File: src/rtl/result_frame_tx.sv
`default_nettype none
// ============================================================================
// Module   : result_frame_tx
// Purpose  : Frames an N-channel result vector (header + payload [+ checksum])
//            onto the uart_send byte interface, one byte per busy cycle.
// Options  : RESULT_TX_CHECKSUM_EN appends an XOR checksum byte.
// Revision : 1.0 - initial release
// ============================================================================
module result_frame_tx #(
    parameter int         NUM_CH   = 10,
    parameter int         CH_W     = 8,
    parameter logic [7:0] HDR_BYTE = 8'hA5
) (
    input  logic                   clk,
    input  logic                   rst_n,
    input  logic                   res_valid,
    input  logic [NUM_CH*CH_W-1:0] res_data,
    output logic                   res_ready,
    output logic                   uart_en,
    output logic [7:0]             uart_din,
    input  logic                   uart_tx_busy,
    output logic                   frame_done,
    output logic                   overrun
);

    localparam int NBYTES = NUM_CH * CH_W / 8;
`ifdef RESULT_TX_CHECKSUM_EN
    localparam int FRAME_LEN = NBYTES + 2;
`else
    localparam int FRAME_LEN = NBYTES + 1;
`endif
    localparam int             IDX_W    = $clog2(NBYTES + 2);
    localparam logic [IDX_W-1:0] LAST_IDX = IDX_W'(FRAME_LEN - 1);

    typedef enum logic [2:0] {
        IDLE    = 3'd0,
        SEND    = 3'd1,
        WAIT_HI = 3'd2,
        WAIT_LO = 3'd3,
        DONE    = 3'd4
    } state_t;

    state_t                 state_q, state_d;
    logic [IDX_W-1:0]       idx_q, idx_d;
    logic [NUM_CH*CH_W-1:0] shadow_q, shadow_d;
    logic                   ready_q, ready_d;
    logic                   accept;
    logic [7:0]             cur_byte;

`ifdef RESULT_TX_CHECKSUM_EN
    logic [7:0] csum_q, csum_d;

    // Checksum is computed once from the incoming vector at acceptance.
    always_comb begin
        csum_d = csum_q;
        if (accept) begin
            csum_d = HDR_BYTE;
            for (int b = 0; b < NBYTES; b++) begin
                csum_d = csum_d ^ res_data[b*8 +: 8];
            end
        end
    end

    always_ff @(posedge clk or negedge rst_n) begin
        if (!rst_n) begin
            csum_q <= 8'h00;
        end else begin
            csum_q <= csum_d;
        end
    end
`endif

    // Index 0 is the header, 1..NBYTES the payload LSB-first, then checksum.
    always_comb begin
        cur_byte = HDR_BYTE;
        for (int b = 0; b < NBYTES; b++) begin
            if (idx_q == IDX_W'(b + 1)) begin
                cur_byte = shadow_q[b*8 +: 8];
            end
        end
`ifdef RESULT_TX_CHECKSUM_EN
        if (idx_q == LAST_IDX) begin
            cur_byte = csum_q;
        end
`endif
    end

    always_comb begin
        state_d    = state_q;
        idx_d      = idx_q;
        shadow_d   = shadow_q;
        uart_en    = 1'b0;
        uart_din   = 8'h00;
        frame_done = 1'b0;
        accept     = res_valid && ready_q;
        overrun    = res_valid && (state_q != IDLE);

        case (state_q)
            IDLE: begin
                if (accept) begin
                    state_d  = SEND;
                    idx_d    = '0;
                    shadow_d = res_data;
                end
            end
            SEND: begin
                uart_en  = 1'b1;
                uart_din = cur_byte;
                state_d  = WAIT_HI;
            end
            WAIT_HI: begin
                if (uart_tx_busy) begin
                    state_d = WAIT_LO;
                end
            end
            WAIT_LO: begin
                if (!uart_tx_busy) begin
                    if (idx_q == LAST_IDX) begin
                        state_d = DONE;
                    end else begin
                        idx_d   = idx_q + IDX_W'(1);
                        state_d = SEND;
                    end
                end
            end
            DONE: begin
                frame_done = 1'b1;
                state_d    = IDLE;
            end
            default: begin
                state_d = IDLE;
            end
        endcase

        // Registered so that ready stays low while reset is asserted.
        ready_d = (state_d == IDLE);
    end

    always_ff @(posedge clk or negedge rst_n) begin
        if (!rst_n) begin
            state_q  <= IDLE;
            idx_q    <= '0;
            shadow_q <= '0;
            ready_q  <= 1'b0;
        end else begin
            state_q  <= state_d;
            idx_q    <= idx_d;
            shadow_q <= shadow_d;
            ready_q  <= ready_d;
        end
    end

    assign res_ready = ready_q;

endmodule
`default_nettype wire

File: config.mk
export PLATFORM = sky130hd
export DESIGN_NAME = result_frame_tx
export DESIGN_NICKNAME = d
export VERILOG_FILES = /design/src/rtl/result_frame_tx.sv
export SDC_FILE = /design/constraint.sdc
export NUM_CORES = 1
export LEC_CHECK = 0
export CORE_AREA = 2 2 108 110
export CTS_BUF_LIST = sky130_fd_sc_hd__clkbuf_4
export CTS_CLUSTER_DIAMETER = 40
export DETAILED_ROUTE_END_ITERATION = 12
export DIE_AREA = 0 0 110 112
export PLACE_DENSITY = 0.73
export SETUP_SLACK_MARGIN = 0.05
export SYNTH_ARGS = -nofsm -noshare
export SYNTH_HDL_FRONTEND = slang
export SYNTH_SLANG_ARGS = --single-unit
export TNS_END_PERCENT = 50
File: constraint.sdc
create_clock -name clk -period 3.4 [get_ports clk]
set_input_delay 0.68 -clock clk [delete_from_list [all_inputs] [get_ports clk]]
set_output_delay 0.68 -clock clk [all_outputs]
set_load 0.005 [all_outputs]
## Yosys cells after proc, flatten, opt, wreduce, memory -nomap -nowiden

Index checks and enable logic that the tools add are counted.
W data, S select, Z words.

- Logic and storage cells: 52
- Flip-flop bits (word level): 88
- Input port bits: 84
- Output and inout bits: 12

- Reduce and logical (&&, ||, !) cells: 8
- Muxes and demuxes: 22
- Eq/ne operators: 17
- Add/sub/neg operators: 1

Operators by type and width:

| kind | number |
|---|---|
| $mux W8 | 11 |
| $eq A4 B3 Y1 const B | 4 |
| $eq A4 B4 Y1 const B | 3 |
| $mux W3 | 4 |
| $mux W4 | 3 |
| $pmux W3 S4 | 1 |
| $eq A4 B2 Y1 const B | 2 |
| $pmux W4 S2 | 1 |
| $eq A3 B2 Y1 const B | 2 |
| $logic_not A3 Y1 | 2 |
| $ne A2 B2 Y1 const B | 3 |
| $add A4 B1 Y4 const B | 1 |
| $eq A4 B1 Y1 const B | 1 |
| $reduce_and A4 Y1 | 1 |
| $eq A3 B1 Y1 const B | 1 |
| $eq A3 B3 Y1 const B | 1 |
| $reduce_bool A3 Y1 | 1 |
| $logic_and A1 B1 Y1 | 2 |
| $mux W1 | 2 |
| $reduce_and A2 Y1 | 1 |
| $reduce_bool A2 Y1 | 1 |

## Longest topological paths before layout

- Depth in word-level cells: 12
- Gate-level depth with buffers: 8
- Depth with buffers taken out: 6

## Least setup slack after synthesis

No wires, ideal clock.

- Path type: reg2out
- From: register idx_q[1]
- To: output port uart_din[0]
- Path buffers: 2
- Slack: 1090 ps
- Data arrival time: 1630 ps
- Required time: 2720 ps
- Cell stages (with the launch flop): 8
- Cells stage by stage: dfrtp_1 > inv_1 > ha_1 > clkbuf_1 > buf_2 > a221oi_1 > o221ai_2 > o32ai_1

- Word-level cells in the longest chain between the ends: 12
- Elaborated cells on any way between the ends: 21
- Classes of those cells: 10 x eq/ne; 11 x mux

RTL lines:

| what | line | RTL |
|---|---|---|
| start: declaration | 44 | `logic [IDX_W-1:0] idx_q, idx_d;` |
| start signal: assignment | 147 | `idx_q <= idx_d;` |
| $eq A4 B1 Y1 | 77 | `if (idx_q == IDX_W'(b + 1)) begin` |
| $mux W8 (9 in a row) | 77 |  |
| $mux W8 * | 77 |  |
| $mux W8 * | 98 | `case (state_q)` |
| end: declaration | 20 | `output logic [7:0] uart_din,` |

Mark *: on every way between the ends. The rest lies on a longest branch, timed or not.

## Worst setup path in the final report

- From: register idx_q[0]
- To: output port uart_din[6]

The elaborated chain is that of the path after synthesis.

==> reports/qor.csv <==
stage,metric,value,unit
global_routing,pin count of the biggest net entering global routing,89,
synthesis,"Seq/Total Area, Yosys",50.7,%
timing,Final Setup Violations,0,
clocking,CTS sink count,88,
worst_setup_path,WS Path Type,reg2out,
timing,f_max,296,MHz
synthesis,"EDFF count, synth",0,
pwr,P_leak,0.00253,uW
global_routing,vias in the first global route,3375,
synthesis,Synth cell types,48,
clocking,H-tree depth,3,
pwr,Tot Pwr,3990,uW
pwr,pwr/cell area,700,nW/um^2
global_routing,Total GRT Usage,18.2,%
die,die height,112,microns
worst_setup_path,start point of the critical path,idx_q[0]$_DFFE_PN0P_,
synthesis,"count leader, synth",dfrtp_1,
clocking,Clock Tree Buf Depth,2,
route,final antenna-violating net count,0,
placement,port bufs,95,
layout,Layout Utilization,51.0,%
timing,post-route clock period utilization,99.4,%
global_routing,antenna violations before repair,0,
synthesis,Syn. warnings,0,
synthesis,dominant synthesized flop cell,dfrtp_1,
min_path,Hold Path Class,in2async,
clocking,hold_buf cts,0,
pwr,maximum VDD drop,0.254,mV
worst_setup_path,Critical Path Source Type,flip-flop,
worst_setup_path,Crit. End Element,output pin,
die,# IOs,96,
layout,nets@finish,543,
timing,post-layout min period,3380,ps
die,Cell Rows,39,
clocking,clock root buffer,clkbuf_4,
clocking,CTS tree,done,
timing,RSZ-0062 raised after global routing,true,
global_routing,global-route wire length before repair,17100,microns
route,via count,3298,
route,Initial DRC Count,250,
placement,HPWL Detailed,8130,microns
worst_setup_path,CP endpoint,uart_din[6],
placement,routability cong.,0.879,
flow_run,max cap viols,0,
layout,Layout area overhead,31.3,%
synthesis,top cell type's share of synthesized area,50.7,%
worst_setup_path,Worst EP required,2720,ps
route,DR pass1 iterations,5,
layout,Antenna diodes,0,
global_routing,total grt overflow,0,
worst_setup_path,reg2reg path depth,4,
worst_setup_path,R2R Setup Slk,1330,ps
route,Post-Route WL,11100,microns
die,Starting Density,38.9,%
layout,final std cells w/o fill,603,
worst_setup_path,r2r startpoint,state_q[2]$_DFF_PN0_,
timing,"Slew Viols, Final",0,
die,die area,12300,sq um
route,DRC violations left,0,
placement,placed cell count,583,
synthesis,synthesized area,4340,sq um
die,Core Area,11200,sq um
synthesis,Yosys reg bits,88,
layout,share of cells above drive strength 1,29.1,%
clocking,clock latency on the worst-skew pair,450,ps
die,Die Width,110,microns
route,Vias per Instance,5.47,
clocking,"Reg clk slew, reported paths",130,ps
worst_setup_path,reg2reg end,shadow_q[76]$_DFFE_PN0P_,
synthesis,asr flop ratio synth,100,%
worst_setup_path,Worst Path Max Fanout,10,
synthesis,synth cell count leaders,"dfrtp_1 (88), mux2_2 (75), nor2_1 (18)",
worst_setup_path,Critical Path AT,2700,ps
synthesis,"top cells by area, synth","dfrtp_1 (51%), mux2_2 (19%), buf_6 (2.1%)",
synthesis,total nets after synthesis,448,
timing,Worst-Margin Slew,1090,ps
route,WL/cell,18.5,microns
synthesis,Yosys top cell by area,dfrtp_1,
clocking,cts bufs inserted,9,
synthesis,post-synthesis cell count,360,
timing,Final Skew,12.9,ps
synthesis,Synth Area per Inst,12.1,sq um
status,outcome,completed,
timing,final hold viol count,0,
timing,max_slew headroom,27.5,%
[cell families (layout without fill, tap and decap cells)]
| logic type | Yosys count | in the layout | synth area share, % |
|---|---|---|---|
| simple gates | 72 | 72 | 9.19 |
| buf+inv | 38 | 138 | 5.27 |
| compound gates | 81 | 81 | 13.8 |
| fa+ha+maj | 4 | 4 | 1.15 |
| flops | 88 | 88 | 50.7 |
| xor+xnor | 2 | 2 | 0.403 |
| mux | 75 | 75 | 19.4 |
[critical path, stage by stage, from the launching register on]
cell and delay (ps):
dfrtp_2 460, buf_4 140, buf_4 140, ha_4 180, nor2b_1 170, buf_4 180
a221oi_1 90, o22a_1 230, o22ai_2 150, clkdlybuf4s50_1 520
[layout make-up]
cell class | instances | area, sq um
Timing Repair Buffer | 110 | 1080
Inverter | 12 | 50.0
Clock buffer | 11 | 82.6
Fill cell | 976 | 5470
Clock inverter | 5 | 71.3
Sequential cell | 88 | 2200
Tap cell | 143 | 179
Multi-Input combinational cell | 234 | 2030
[cells in the final DEF (no fill, tap or decap), types with 3 or more instances in the layout]
master and n:
a21oi_1 8, a221oi_1 6, a221oi_2 4, a22oi_1 6
and2_1 3, buf_4 13, clkbuf_4 11, clkdlybuf4s50_1 89
clkinv_1 3, dfrtp_1 86, dlygate4sd2_1 3, inv_1 10
mux2_2 75, nand2_1 13, nand3b_1 5, nor2_1 16
nor2b_1 12, nor3_1 3, nor3b_1 4, o211a_1 3
o21ai_0 14, o221ai_1 6, o22ai_1 8, o2bb2ai_1 3
o31ai_1 3
[stage by stage]
stage	setup WS (ps)	area, sq um	setup TNS, ps	hold slack [ps]
6_report	19.1	5700	0	431
5_1_grt	-93.0	5700	-430	499
4_1_cts	-109	5600	-342	433
3_5_place_dp	139	5390	0	501
3_3_place_gp	235	5390	0	493
2_1_floorplan	1090	4340	0	384
[worst min-delay path by stage]
stage	start	end	slack (ps)	cells after the start
after floorplan	rst_n	idx_q[0]$_DFFE_PN0P_	380	0
after global placement	shadow_q[57]$_DFFE_PN0P_	shadow_q[57]$_DFFE_PN0P_	490	1
after detailed placement	shadow_q[42]$_DFFE_PN0P_	shadow_q[42]$_DFFE_PN0P_	500	1
after CTS	rst_n	shadow_q[13]$_DFFE_PN0P_	430	1
after global routing	rst_n	shadow_q[13]$_DFFE_PN0P_	500	1
final	rst_n	shadow_q[13]$_DFFE_PN0P_	430	1
[flip-flops by register name, indices dropped and copies added, names as in the netlist]
name / flops
res_ready: 1
shadow_q: 80
idx_q: 4
state_q: 3
[what timing repair did]
action,CTS,global route
hold endpoints to repair,0,0
resized for setup,14,23
pin swaps,4,4
setup buffers,2,2
endpoints found under the setup margin,8,8
[routing by layer]
| layer | up-vias | global-route usage, % | routed length [microns] |
|---|---|---|---|
| met4 | 0 | 7.09 | 303 |
| li1 | 1523 | - | - |
| met1 | 1633 | 23.7 | 4780 |
| met2 | 119 | 29.4 | 5370 |
| met3 | 23 | 3.98 | 671 |
| met5 | - | 0 | 0 |
[power by group]
part           switching [uW]  internal, uW  leakage [uW]
Sequential                312          1410       0.00116
Clock                     335           308     0.0000836
Combinational             760           863       0.00129
No activity file was read; power rests on OpenSTA's default activity.
